### config.mk
export PLATFORM = sky130hd
export DESIGN_NAME = cpu_sequencer_flat
export DESIGN_NICKNAME = d
export VERILOG_FILES = /design/src/rtl/cpu_sequencer_if.sv /design/src/rtl/cpu_sequencer.sv /design/src/flat_wrapper.sv
export SDC_FILE = /design/constraint.sdc
export NUM_CORES = 1
export LEC_CHECK = 0
export ABC_AREA = 1
export BUFFER_PORTS_ARGS = -buffer_cell sky130_fd_sc_hd__buf_2
export CAP_MARGIN = 15
export CORE_UTILIZATION = 25
export CTS_CLUSTER_DIAMETER = 100
export DETAILED_ROUTE_END_ITERATION = 12
export PLACE_DENSITY_LB_ADDON = 0.05
export SETUP_SLACK_MARGIN = 0.15
export SKIP_CTS_REPAIR_TIMING = 1
export SLEW_MARGIN = 10
export SYNTH_ARGS = -nofsm -noshare
export SYNTH_HDL_FRONTEND = slang
export SYNTH_SLANG_ARGS = --single-unit
### constraint.sdc
create_clock -name clk -period 1.49 [get_ports clk]
set_clock_uncertainty 0.2 [all_clocks]
set_input_delay 0.0745 -clock clk [delete_from_list [all_inputs] [get_ports clk]]
set_output_delay 0.0745 -clock clk [all_outputs]
set_load 0.005 [all_outputs]
### src/rtl/cpu_sequencer_if.sv
// Bus between the instruction sequencer and its surrounding datapath/control unit.
interface cpu_sequencer_if #(
  parameter int unsigned CNT_W = 16
);
  logic             run;
  logic [7:0]       imem_data;
  logic             dec_two_byte;
  logic             dec_mem_read;
  logic             dec_mem_write;
  logic             dec_reg_write;
  logic [7:0]       imem_addr;
  logic [7:0]       ir;
  logic [7:0]       imm;
  logic             rf_we;
  logic             dmem_we;
  logic             dmem_re;
  logic             halted;
  logic [2:0]       state;
  logic [CNT_W-1:0] retired;

  // Sequencer side
  modport master (
    input  run, imem_data, dec_two_byte, dec_mem_read, dec_mem_write, dec_reg_write,
    output imem_addr, ir, imm, rf_we, dmem_we, dmem_re, halted, state, retired
  );

  // Datapath / environment side
  modport slave (
    output run, imem_data, dec_two_byte, dec_mem_read, dec_mem_write, dec_reg_write,
    input  imem_addr, ir, imm, rf_we, dmem_we, dmem_re, halted, state, retired
  );
endinterface

### src/rtl/cpu_sequencer.sv
// Multi-cycle instruction sequencer: fetch/decode/fetch2/exec/mem/wb/halt with retire counter.
module cpu_sequencer #(
  parameter logic [7:0]  HALT_OPCODE = 8'hF0,
  parameter int unsigned CNT_W       = 16
) (
  input  logic             clk,
  input  logic             rst,
  cpu_sequencer_if.master  bus
);

  typedef enum logic [2:0] {
    S_FETCH  = 3'd0,
    S_DECODE = 3'd1,
    S_FETCH2 = 3'd2,
    S_EXEC   = 3'd3,
    S_MEM    = 3'd4,
    S_WB     = 3'd5,
    S_HALT   = 3'd6
  } state_t;

  state_t           state_q, state_d;
  logic [7:0]       pc_q, pc_d;
  logic [7:0]       ir_q, ir_d;
  logic [7:0]       imm_q, imm_d;
  logic [CNT_W-1:0] retired_q, retired_d;
  logic             retire_c;
  logic             rf_we_c;
  logic             dmem_we_c;
  logic             dmem_re_c;

  // State and architectural registers; reset wins over every other input
  always_ff @(posedge clk) begin
    if (rst) begin
      state_q   <= S_FETCH;
      pc_q      <= 8'd0;
      ir_q      <= 8'd0;
      imm_q     <= 8'd0;
      retired_q <= '0;
    end else begin
      state_q   <= state_d;
      pc_q      <= pc_d;
      ir_q      <= ir_d;
      imm_q     <= imm_d;
      retired_q <= retired_d;
    end
  end

  // Next-state, register updates and per-state enables
  always_comb begin
    state_d   = state_q;
    pc_d      = pc_q;
    ir_d      = ir_q;
    imm_d     = imm_q;
    retire_c  = 1'b0;
    rf_we_c   = 1'b0;
    dmem_we_c = 1'b0;
    dmem_re_c = 1'b0;

    case (state_q)
      S_FETCH: begin
        if (bus.run) begin
          ir_d    = bus.imem_data;
          pc_d    = pc_q + 8'd1;
          state_d = S_DECODE;
        end
      end
      S_DECODE: begin
        if (ir_q == HALT_OPCODE)   state_d = S_HALT;
        else if (bus.dec_two_byte) state_d = S_FETCH2;
        else                       state_d = S_EXEC;
      end
      S_FETCH2: begin
        imm_d   = bus.imem_data;
        pc_d    = pc_q + 8'd1;
        state_d = S_EXEC;
      end
      S_EXEC: begin
        if (bus.dec_mem_read || bus.dec_mem_write) begin
          state_d = S_MEM;
        end else if (bus.dec_reg_write) begin
          state_d = S_WB;
        end else begin
          state_d  = S_FETCH;
          retire_c = 1'b1;
        end
      end
      S_MEM: begin
        // A store takes precedence when both memory decodes are set
        dmem_we_c = bus.dec_mem_write;
        dmem_re_c = bus.dec_mem_read & ~bus.dec_mem_write;
        if (dmem_re_c && bus.dec_reg_write) begin
          state_d = S_WB;
        end else begin
          state_d  = S_FETCH;
          retire_c = 1'b1;
        end
      end
      S_WB: begin
        rf_we_c  = 1'b1;
        state_d  = S_FETCH;
        retire_c = 1'b1;
      end
      S_HALT: begin
        state_d = S_HALT;
      end
      default: begin
        state_d = S_FETCH;
      end
    endcase

    retired_d = retire_c ? retired_q + CNT_W'(1) : retired_q;
  end

  // Outputs
  assign bus.imem_addr = pc_q;
  assign bus.ir        = ir_q;
  assign bus.imm       = imm_q;
  assign bus.rf_we     = rf_we_c;
  assign bus.dmem_we   = dmem_we_c;
  assign bus.dmem_re   = dmem_re_c;
  assign bus.halted    = (state_q == S_HALT);
  assign bus.state     = state_q;
  assign bus.retired   = retired_q;

endmodule

### src/flat_wrapper.sv
// flat-port wrapper written by rule: the top's interface ports become plain ports
module cpu_sequencer_flat 
#(
  parameter logic [7:0]  HALT_OPCODE = 8'hF0,
  parameter int unsigned CNT_W       = 16
)
  (clk, rst, bus_run, bus_imem_data, bus_dec_two_byte, bus_dec_mem_read, bus_dec_mem_write, bus_dec_reg_write, bus_imem_addr, bus_ir, bus_imm, bus_rf_we, bus_dmem_we, bus_dmem_re, bus_halted, bus_state, bus_retired);
  cpu_sequencer_if #(.CNT_W(CNT_W)) bus_i ();
  input  logic clk;
  input  logic rst;
  input wire logic [$bits(bus_i.run)-1:0] bus_run;
  input wire logic [$bits(bus_i.imem_data)-1:0] bus_imem_data;
  input wire logic [$bits(bus_i.dec_two_byte)-1:0] bus_dec_two_byte;
  input wire logic [$bits(bus_i.dec_mem_read)-1:0] bus_dec_mem_read;
  input wire logic [$bits(bus_i.dec_mem_write)-1:0] bus_dec_mem_write;
  input wire logic [$bits(bus_i.dec_reg_write)-1:0] bus_dec_reg_write;
  output wire logic [$bits(bus_i.imem_addr)-1:0] bus_imem_addr;
  output wire logic [$bits(bus_i.ir)-1:0] bus_ir;
  output wire logic [$bits(bus_i.imm)-1:0] bus_imm;
  output wire logic [$bits(bus_i.rf_we)-1:0] bus_rf_we;
  output wire logic [$bits(bus_i.dmem_we)-1:0] bus_dmem_we;
  output wire logic [$bits(bus_i.dmem_re)-1:0] bus_dmem_re;
  output wire logic [$bits(bus_i.halted)-1:0] bus_halted;
  output wire logic [$bits(bus_i.state)-1:0] bus_state;
  output wire logic [$bits(bus_i.retired)-1:0] bus_retired;
  assign bus_i.run = bus_run;
  assign bus_i.imem_data = bus_imem_data;
  assign bus_i.dec_two_byte = bus_dec_two_byte;
  assign bus_i.dec_mem_read = bus_dec_mem_read;
  assign bus_i.dec_mem_write = bus_dec_mem_write;
  assign bus_i.dec_reg_write = bus_dec_reg_write;
  assign bus_imem_addr = bus_i.imem_addr;
  assign bus_ir = bus_i.ir;
  assign bus_imm = bus_i.imm;
  assign bus_rf_we = bus_i.rf_we;
  assign bus_dmem_we = bus_i.dmem_we;
  assign bus_dmem_re = bus_i.dmem_re;
  assign bus_halted = bus_i.halted;
  assign bus_state = bus_i.state;
  assign bus_retired = bus_i.retired;
  cpu_sequencer #(.HALT_OPCODE(HALT_OPCODE), .CNT_W(CNT_W)) u_core (.clk(clk), .rst(rst), .bus(bus_i));
endmodule
### Yosys cells after proc, flatten, opt, wreduce, memory -nomap -nowiden

Cells that the tools add are included.

* equal/unequal tests: 8
* bitwise gates (word level): 2
* reductions and logical operators: 6
* multiplexer cells: 16
* add/subtract/negate cells: 2

Operator list (number)
* one-hot mux 3 bit (6 select lines): 1
* adder 16 x 1 -> 16 bit, second input constant: 1
* one-hot mux 8 bit (2 select lines): 1
* 2-to-1 mux 3 bit: 5
* equality test 3 bit, second input constant: 3
* adder 8 x 1 -> 8 bit, second input constant: 1
* equality test 8 bit, second input constant: 1
* 2-to-1 mux 8 bit: 1
* 2-to-1 mux 1 bit: 7
* equality test 3 x 2 -> 1 bit, second input constant: 2
* AND reduction 2 bit: 2
* equality test 3 x 1 -> 1 bit, second input constant: 1
* zero test 3 bit: 1
* one-hot mux 1 bit (3 select lines): 1
* inequality test 2 bit, second input constant: 1
* nonzero test 2 bit: 1
* AND 1 bit: 1
* logical AND 1 bit: 1
* logical OR 1 bit: 1
* inverter 1 bit: 1

* output and inout port bits: 47
* input bits: 15
* word-level logic and storage cells: 39
* register bits: 43

### Depth between registers and ports, before layout

Gate-level depths: netlist of the first run.

* depth in word-level cells: 5
* depth in mapped cells: 9
* depth with buffers taken out: 8

### Worst setup path after synthesis of the first run

OpenSTA, ideal clock, no wires.

* path type: register to register
* from: reg u_core.retired_q[0] (netlist: u_core.bus.retired[0])
* to: reg u_core.retired_q[12] (netlist: u_core.bus.retired[12])
* period minus slack after synthesis: 1.529 ns
* cell stages (with the launch flop): 9
* buffers on the path: 0
* path slack: -0.039 ns
* required time: 1.175 ns
* arrival time: 1.214 ns
* library setup time: 0.115 ns
* cells stage by stage: dfxtp_1 ha_1 nand2_1 nor2_1 nand3_1 nor2_1 nand3_1 nand2_1 nor2_1

* longest elaborated chain between the ends: 1

RTL lines
* start, declared: line cpu_sequencer.sv:25 `logic [CNT_W-1:0] retired_q, retired_d;`
* start signal, assigned: line cpu_sequencer.sv:44 `retired_q <= retired_d;`
* adder 16 x 1 -> 16 bit: line cpu_sequencer.sv:111 `retired_d = retire_c ? retired_q + CNT_W'(1) : retired_q;`

No other way between the ends.
A chain may end at the register's enable or synchronous reset.

### Worst setup path after layout of the first run

* from: reg u_core.state_q[0] (netlist: u_core.bus.state[0])
* to: reg u_core.retired_q[15] (netlist: u_core.bus.retired[15])

* longest elaborated chain between the ends: 2
* elaborated cells on any way between the ends: 4
* classes of those cells: 3 x eq/ne; 1 x mux

RTL lines
* start, declared: line cpu_sequencer.sv:21 `state_t state_q, state_d;`
* start signal, assigned: line cpu_sequencer.sv:40 `state_q <= state_d;`
* equality test 3 bit / equality test 3 x 2 -> 1 bit (equally long branches): line cpu_sequencer.sv:59 `case (state_q)`
* one-hot mux 1 bit (3 select lines) *: line cpu_sequencer.sv:59

Every way passes the cells marked *; elsewhere a longest branch is shown, timed or not.

==> results of run 1 <==
## worst max-delay path, cell delays in order (launching register included)
cell and delay (ns):
dfxtp_4 0.44, nand2_2 0.06, nor2_2 0.11, nand2_2 0.09, nand2_4 0.12, clkbuf_16 0.18, nand3_2 0.07, nand2_1 0.06
nor2_1 0.03
## layout by cell type, fill, tap and decap left out, types with 9 or more instances in the layout
cell	instances
nand2_1	48
nor2_2	10
nand3_2	17
buf_4	23
dfxtp_1	33
o21ai_0	10
inv_1	21
nand3_1	12
dlygate4sd3_1	9
buf_2	61
nor2_1	48
a21oi_2	13
a21oi_1	17
## report_power, final
part	total, mW	switching (mW)	internal (mW)
clock	0.829	0.407	0.422
sequential	1.28	0.0679	1.22
combinational	0.542	0.293	0.249
total	2.65	0.768	1.89
## area by class of cell
cell class	count	area (um^2)	area share (%)
clock buffers	7	96.3	2.98
clock inverters	1	7.51	0.232
inverters	27	104	3.21
multi-input cells	216	1310	40.4
flip-flops and latches	43	886	27.4
well taps	102	128	3.95
repair buffers	102	706	21.8
## registers in the layout, summed over array words and instances, names as in the netlist
signal and count:
u_core.bus.retired 16, u_core.bus.state 3, u_core.bus.imem_addr 8, u_core.bus.ir 8
u_core.bus.imm 8
## per-stage QoR
stage | worst slack (ns) | setup TNS (ns) | util, % | cells
after floorplan | 0.118 | 0 | - | 295
after global placement | 0.0187 | 0 | 34.9 | 474
after detailed placement | 0.00277 | 0 | 34.9 | 474
after CTS | -0.0840 | -0.100 | 36.2 | 482
after global routing | -0.0774 | -0.536 | 42.1 | 498
final | 0.0294 | 0 | 42.1 | 498
## logic make-up (layout without fill, tap and decap cells)
kind of cell / count (synthesis) / in the layout / share of synthesized area (%)
compound gates: 50 / 50 / 13.0
xor+xnor: 1 / 1 / 0.443
fa+ha+maj: 2 / 2 / 1.26
simple gates: 163 / 163 / 34.8
buf+inv: 36 / 137 / 7.08
flops: 43 / 43 / 43.5
## routing by layer
layer	share of wire (%)	vias to the layer above	GRT usage [%]
met1	49	996	18.4
met4	1.1	0	4.37
met2	46	39	22.4
met5	0	-	0
li1	-	1162	-
met3	3.7	7	2.93
## worst max-delay path by stage
| stage | startpoint | cells past startpoint | end | slack (ns) |
|---|---|---|---|---|
| 6_report | u_core.bus.state[0] | 8 | u_core.bus.retired[15] | 0.03 |
| 5_1_grt | u_core.bus.retired[0] | 8 | u_core.bus.retired[12] | -0.08 |
| 4_1_cts | u_core.bus.state[2] | 5 | bus_dmem_re | -0.08 |
| 3_5_place_dp | u_core.bus.retired[6] | 7 | u_core.bus.retired[15] | 0.003 |
| 3_3_place_gp | u_core.bus.retired[6] | 7 | u_core.bus.retired[15] | 0.02 |
| 2_1_floorplan | u_core.bus.state[2] | 8 | u_core.bus.retired[6] | 0.12 |
==> impl_metrics.json, run 1 <==
{
  "min_to": "u_core.bus.imem_addr[1]",
  "vdd_drop_max_v": 0.000371,
  "grt_pass1_wl_mm": 9.20,
  "vias": 2204,
  "clock-sinks": 43,
  "antenna_cells": 0,
  "drc": 0,
  "fmax_mhz": 685,
  "core_area_um2": 7690,
  "clk_latency_ns": 0.29,
  "die_h_um": 91.0,
  "nFillCells": 827,
  "gp_congestion": 0.721,
  "r2r-start": "u_core.bus.state[0]",
  "firstDrtPassIters": 4,
  "drt_iter0_drc": 126,
  "yosysTopAreaCell": "dfxtp_1",
  "seq_area_frac_synth_pct": 43.5,
  "hold_viol_final": 3,
  "rows": 32,
  "path_clk_slew_ns": 0.08,
  "syn_to_final_growth_pct": 63.4,
  "synth_commonest_cells": "nor2_1 (61), nand2_1 (58), dfxtp_1 (43), a21oi_1 (30), nand3_1 (30)",
  "avgSynthCellArea_um2": 6.71,
  "dpl.hpwl_mm": 4.27,
  "endpoint_kind": "flip-flop",
  "rsz0062_at_grt": "true",
  "drv_cap": 0,
  "portBuffers": 61,
  "ff2ff_path_depth": 8,
  "start_kind": "flip-flop",
  "worst_pin_slew_ns": 0.300,
  "layout.nets": 412,
  "grt_use_total_pct": 13.9,
  "wl_mm": 6.15,
  "place_area_um2": 2680,
  "fin_crit_sh_pct": 98.0,
  "p_leak_nw": 1.46,
  "whs_ns": -0.232,
  "syn_inst": 295,
  "slew_headroom_pct": 79.9,
  "io_pins": 62,
  "r2r_slack_ns": 0.03,
  "clk_path_buf_depth": 2,
  "synth_edf_count": 0,
  "antenna_found_initial": 0,
  "die_area_um2": 8280,
  "hp-start": "rst",
  "wl_per_cell_um": 12.4,
  "maxSlewViolCount": 0,
  "ys_ff_latch": 43,
  "start_util_pct": 25.7,
  "cp.required_ns": 1.48,
  "power_density_nw_per_um2": 821,
  "p_total_mw": 2.65,
  "grt-ovfl-total": 0,
  "worstPathArrival_ns": 1.45,
  "synth_cell_type_count": 23,
  "ant_nets": 0,
  "die_w_um": 91.0,
  "grt_max_degree": 31,
  "drive_above_1_share_pct": 46.2,
  "whs_path_depth": 2,
  "min_period_ns": 1.46,
  "yosysTopAreaCellShare_pct": 43.5,
  "clockRootBuffer": "clkbuf_8",
  "fin_area_um2": 3230,
  "grt_pass1_vias": 1941,
  "vias_per_cell": 4.43,
  "violations": "negative hold slack",
  "cts_tree": "done",
  "synth_nets": 312,
  "regToRegEndpoint": "u_core.bus.retired[15]",
  "async_reset_ff_share_pct": 0,
  "min_path_type": "input port to flip-flop",
  "setup_viol_count_final": 0,
  "synthFlopType": "dfxtp_1",
  "path_max_fanout": 8,
  "ys_warn_count": 0,
  "synth.most_common_cell": "nor2_1",
  "htree_levels": 2,
  "status": "finished, violations left",
  "synth.area.top_cells": "dfxtp_1 (43%), nor2_1 (12%), nand2_1 (11%)",
  "critPathKind": "flip-flop to flip-flop",
  "synth_area_um2": 1980,
  "cts_buffers": 5
}
(Power assumes the default switching activity.)
==> run 2: changes to the inputs <==
ABC_AREA = not set   (was 1)
==> impl_metrics.json, run 2 <==
{
  "fin_cells": 450,
  "hp-start": "bus_dec_reg_write",
  "grt_use_total_pct": 13.2,
  "clock-sinks": 43,
  "worst_slack_ns": -0.447,
  "min_path_type": "input port to flip-flop",
  "die_h_um": 89.8,
  "die_area_um2": 8060,
  "yosysTopAreaCell": "dfxtp_1",
  "ant_nets": 0,
  "path_max_fanout": 3,
  "clk_path_buf_depth": 2,
  "synth_cell_type_count": 41,
  "async_reset_ff_share_pct": 0,
  "seq_area_frac_synth_pct": 44.7,
  "clockRootBuffer": "clkbuf_8",
  "whs_path_depth": 4,
  "io_pins": 62,
  "fin_area_um2": 3280,
  "die_w_um": 89.8,
  "whs_ns": -0.00261,
  "gp_congestion": 0.753,
  "path_clk_slew_ns": 0.08,
  "clkPwrFrac_pct": 31.0,
  "antenna_found_initial": 0,
  "place_area_um2": 2840,
  "dpl.hpwl_mm": 3.99,
  "drc": 0,
  "grt_pass1_wl_mm": 8.52,
  "power_density_nw_per_um2": 793,
  "wl_per_cell_um": 12.2,
  "layout_commonest_cell": "buf_2",
  "synthFlopType": "dfxtp_1",
  "violations": "negative hold slack, negative setup slack",
  "layout_common_cells": "buf_2 (62), buf_4 (50), nor2_1 (35)",
  "nFillCells": 750,
  "p_leak_nw": 1.53,
  "drive_above_1_share_pct": 49.0,
  "synth_area_um2": 1930,
  "ys_ff_latch": 43,
  "htree_levels": 2,
  "firstDrtPassIters": 4,
  "fin_crit_sh_pct": 130,
  "setup_viol_count_final": 26,
  "clk_latency_ns": 0.30,
  "status": "finished, violations left",
  "endpoint_kind": "flip-flop",
  "vias_per_cell": 4.40,
  "syn_to_final_growth_pct": 70.6,
  "multi_input_area_um2": 1220,
  "avgSynthCellArea_um2": 8.79,
  "maxSlewViolCount": 0,
  "layout.nets": 367,
  "ys_warn_count": 0,
  "p_sw_mw": 0.726,
  "slew_headroom_pct": 77.6,
  "synth_nets": 236,
  "wl_mm": 5.47,
  "grt_max_degree": 32,
  "power_frac_seq_pct": 47.5,
  "drv_cap": 0,
  "dp_cells": 424,
  "synth_edf_count": 0,
  "grt-ovfl-total": 0,
  "fmax_mhz": 516,
  "synth.area.top_cells": "dfxtp_1 (45%), nor2_1 (7.4%), mux2i_1 (5.2%)",
  "drt_iter0_drc": 62,
  "vdd_drop_max_v": 0.000337,
  "portBuffers": 61,
  "cts_buffers": 5,
  "antenna_cells": 0,
  "cp.required_ns": 1.52,
  "p_total_mw": 2.61,
  "start_kind": "flip-flop",
  "p_int_mw": 1.88,
  "rows": 31,
  "place_ws_ns": -0.439,
  "core_area_um2": 7330,
  "r2r_slack_ns": -0.45,
  "r2r-start": "u_core.bus.state[1]",
  "synth.most_common_cell": "dfxtp_1",
  "p_comb_share_pct": 21.5,
  "grt_pass1_vias": 1738,
  "setup_tns_ns": -4.73,
  "switching_share_pct": 27.8,
  "syn_inst": 219,
  "largest_reg_flops": 16,
  "min_period_ns": 1.94,
  "yosysTopAreaCellShare_pct": 44.7,
  "min_to": "u_core.bus.state[0]",
  "ff2ff_path_depth": 5,
  "cts_tree": "done",
  "worstPathArrival_ns": 1.97,
  "start_util_pct": 26.3,
  "critPathKind": "flip-flop to flip-flop",
  "regArea_um2": 875,
  "vias": 1979,
  "synth_commonest_cells": "dfxtp_1 (43), nor2_1 (38), nand2_1 (25), a21oi_1 (14), xnor2_1 (11)",
  "worst_pin_slew_ns": 0.333,
  "hold_viol_final": 1,
  "regToRegEndpoint": "u_core.bus.retired[13]",
  "rsz0062_at_grt": "true"
}
run 2: changes by cell type in the layout (fill, tap and decap cells not counted), sizes merged, moves of 4 or more:
cell / before / now
nand3: 30 / 4
buf: 91 / 122
nor3: 4 / 8
nor2: 64 / 39
inv: 27 / 1
o21ai: 17 / 2
nand2: 58 / 25
xnor2: 0 / 11
a21oi: 30 / 14
mux2i: 0 / 10
and3: 0 / 4
xor2: 1 / 7
run 2: area by class of cell:
type / instances / share of cell area (%)
Tap cell: 99 / 3.77
Multi-Input combinational cell: 165 / 37.3
Clock inverter: 2 / 0.495
Timing Repair Buffer: 133 / 28.7
Inverter: 2 / 0.610
Sequential cell: 43 / 26.6
Clock buffer: 6 / 2.51
run 2: stage by stage:
| stage | util [%] | hold WS (ns) |
|---|---|---|
| after detailed placement | 38.8 | 0.141 |
| after floorplan | - | -0.00117 |
| after CTS | 40.1 | -0.192 |
| after global placement | 38.8 | 0.132 |
| final | 44.8 | -0.00261 |
| after global routing | 44.8 | 0.0193 |
run 2: cell families after synthesis:
logic type | after synthesis | share of synthesized area, %
xor+xnor | 18 | 8.19
simple gates | 108 | 28.1
mux | 12 | 6.37
compound gates | 25 | 9.16
buf+inv | 11 | 2.21
fa+ha+maj | 2 | 1.30
flops | 43 | 44.7
run 2: worst max-delay path by stage:
stage          slack, ns                     end                  start  cells after the start
5_1_grt            -0.51  u_core.bus.retired[13]  u_core.bus.retired[3]                      5
4_1_cts            -0.45  u_core.bus.retired[13]  u_core.bus.retired[5]                      5
3_3_place_gp       -0.42  u_core.bus.retired[13]  u_core.bus.retired[5]                      5
2_1_floorplan      -0.44  u_core.bus.retired[13]    u_core.bus.state[1]                      5
6_report           -0.45  u_core.bus.retired[13]    u_core.bus.state[1]                      5
3_5_place_dp       -0.44  u_core.bus.retired[13]  u_core.bus.retired[5]                      5
run 2: power groups by stage:
stage | sequential (mW) | clock (mW) | combinational [mW]
final | 1.24 | 0.807 | 0.561
after global routing | 1.25 | 0.882 | 0.611
after CTS | 1.24 | 0.852 | 0.474
after detailed placement | 1.26 | 0 | 0.473
after global placement | 1.26 | 0 | 0.475
after floorplan | 1.28 | 0 | 0.248
run 2: layer usage:
| layer | track usage, % | wire length, um | vias up |
|---|---|---|---|
| li1 | - | - | 1025 |
| met2 | 19.2 | 2480 | 40 |
| met3 | 3.21 | 202 | 7 |
| met5 | 0 | 0 | - |
| met4 | 5.46 | 89 | 0 |
| met1 | 18.5 | 2700 | 907 |
run 2: critical path, cell delays in order, from the launching register on:
cell       delay [ns]
dfxtp_2          0.33
and2b_4          0.27
o2111ai_4        0.12
or4b_4           0.51
or3_1            0.31
a21oi_1          0.13
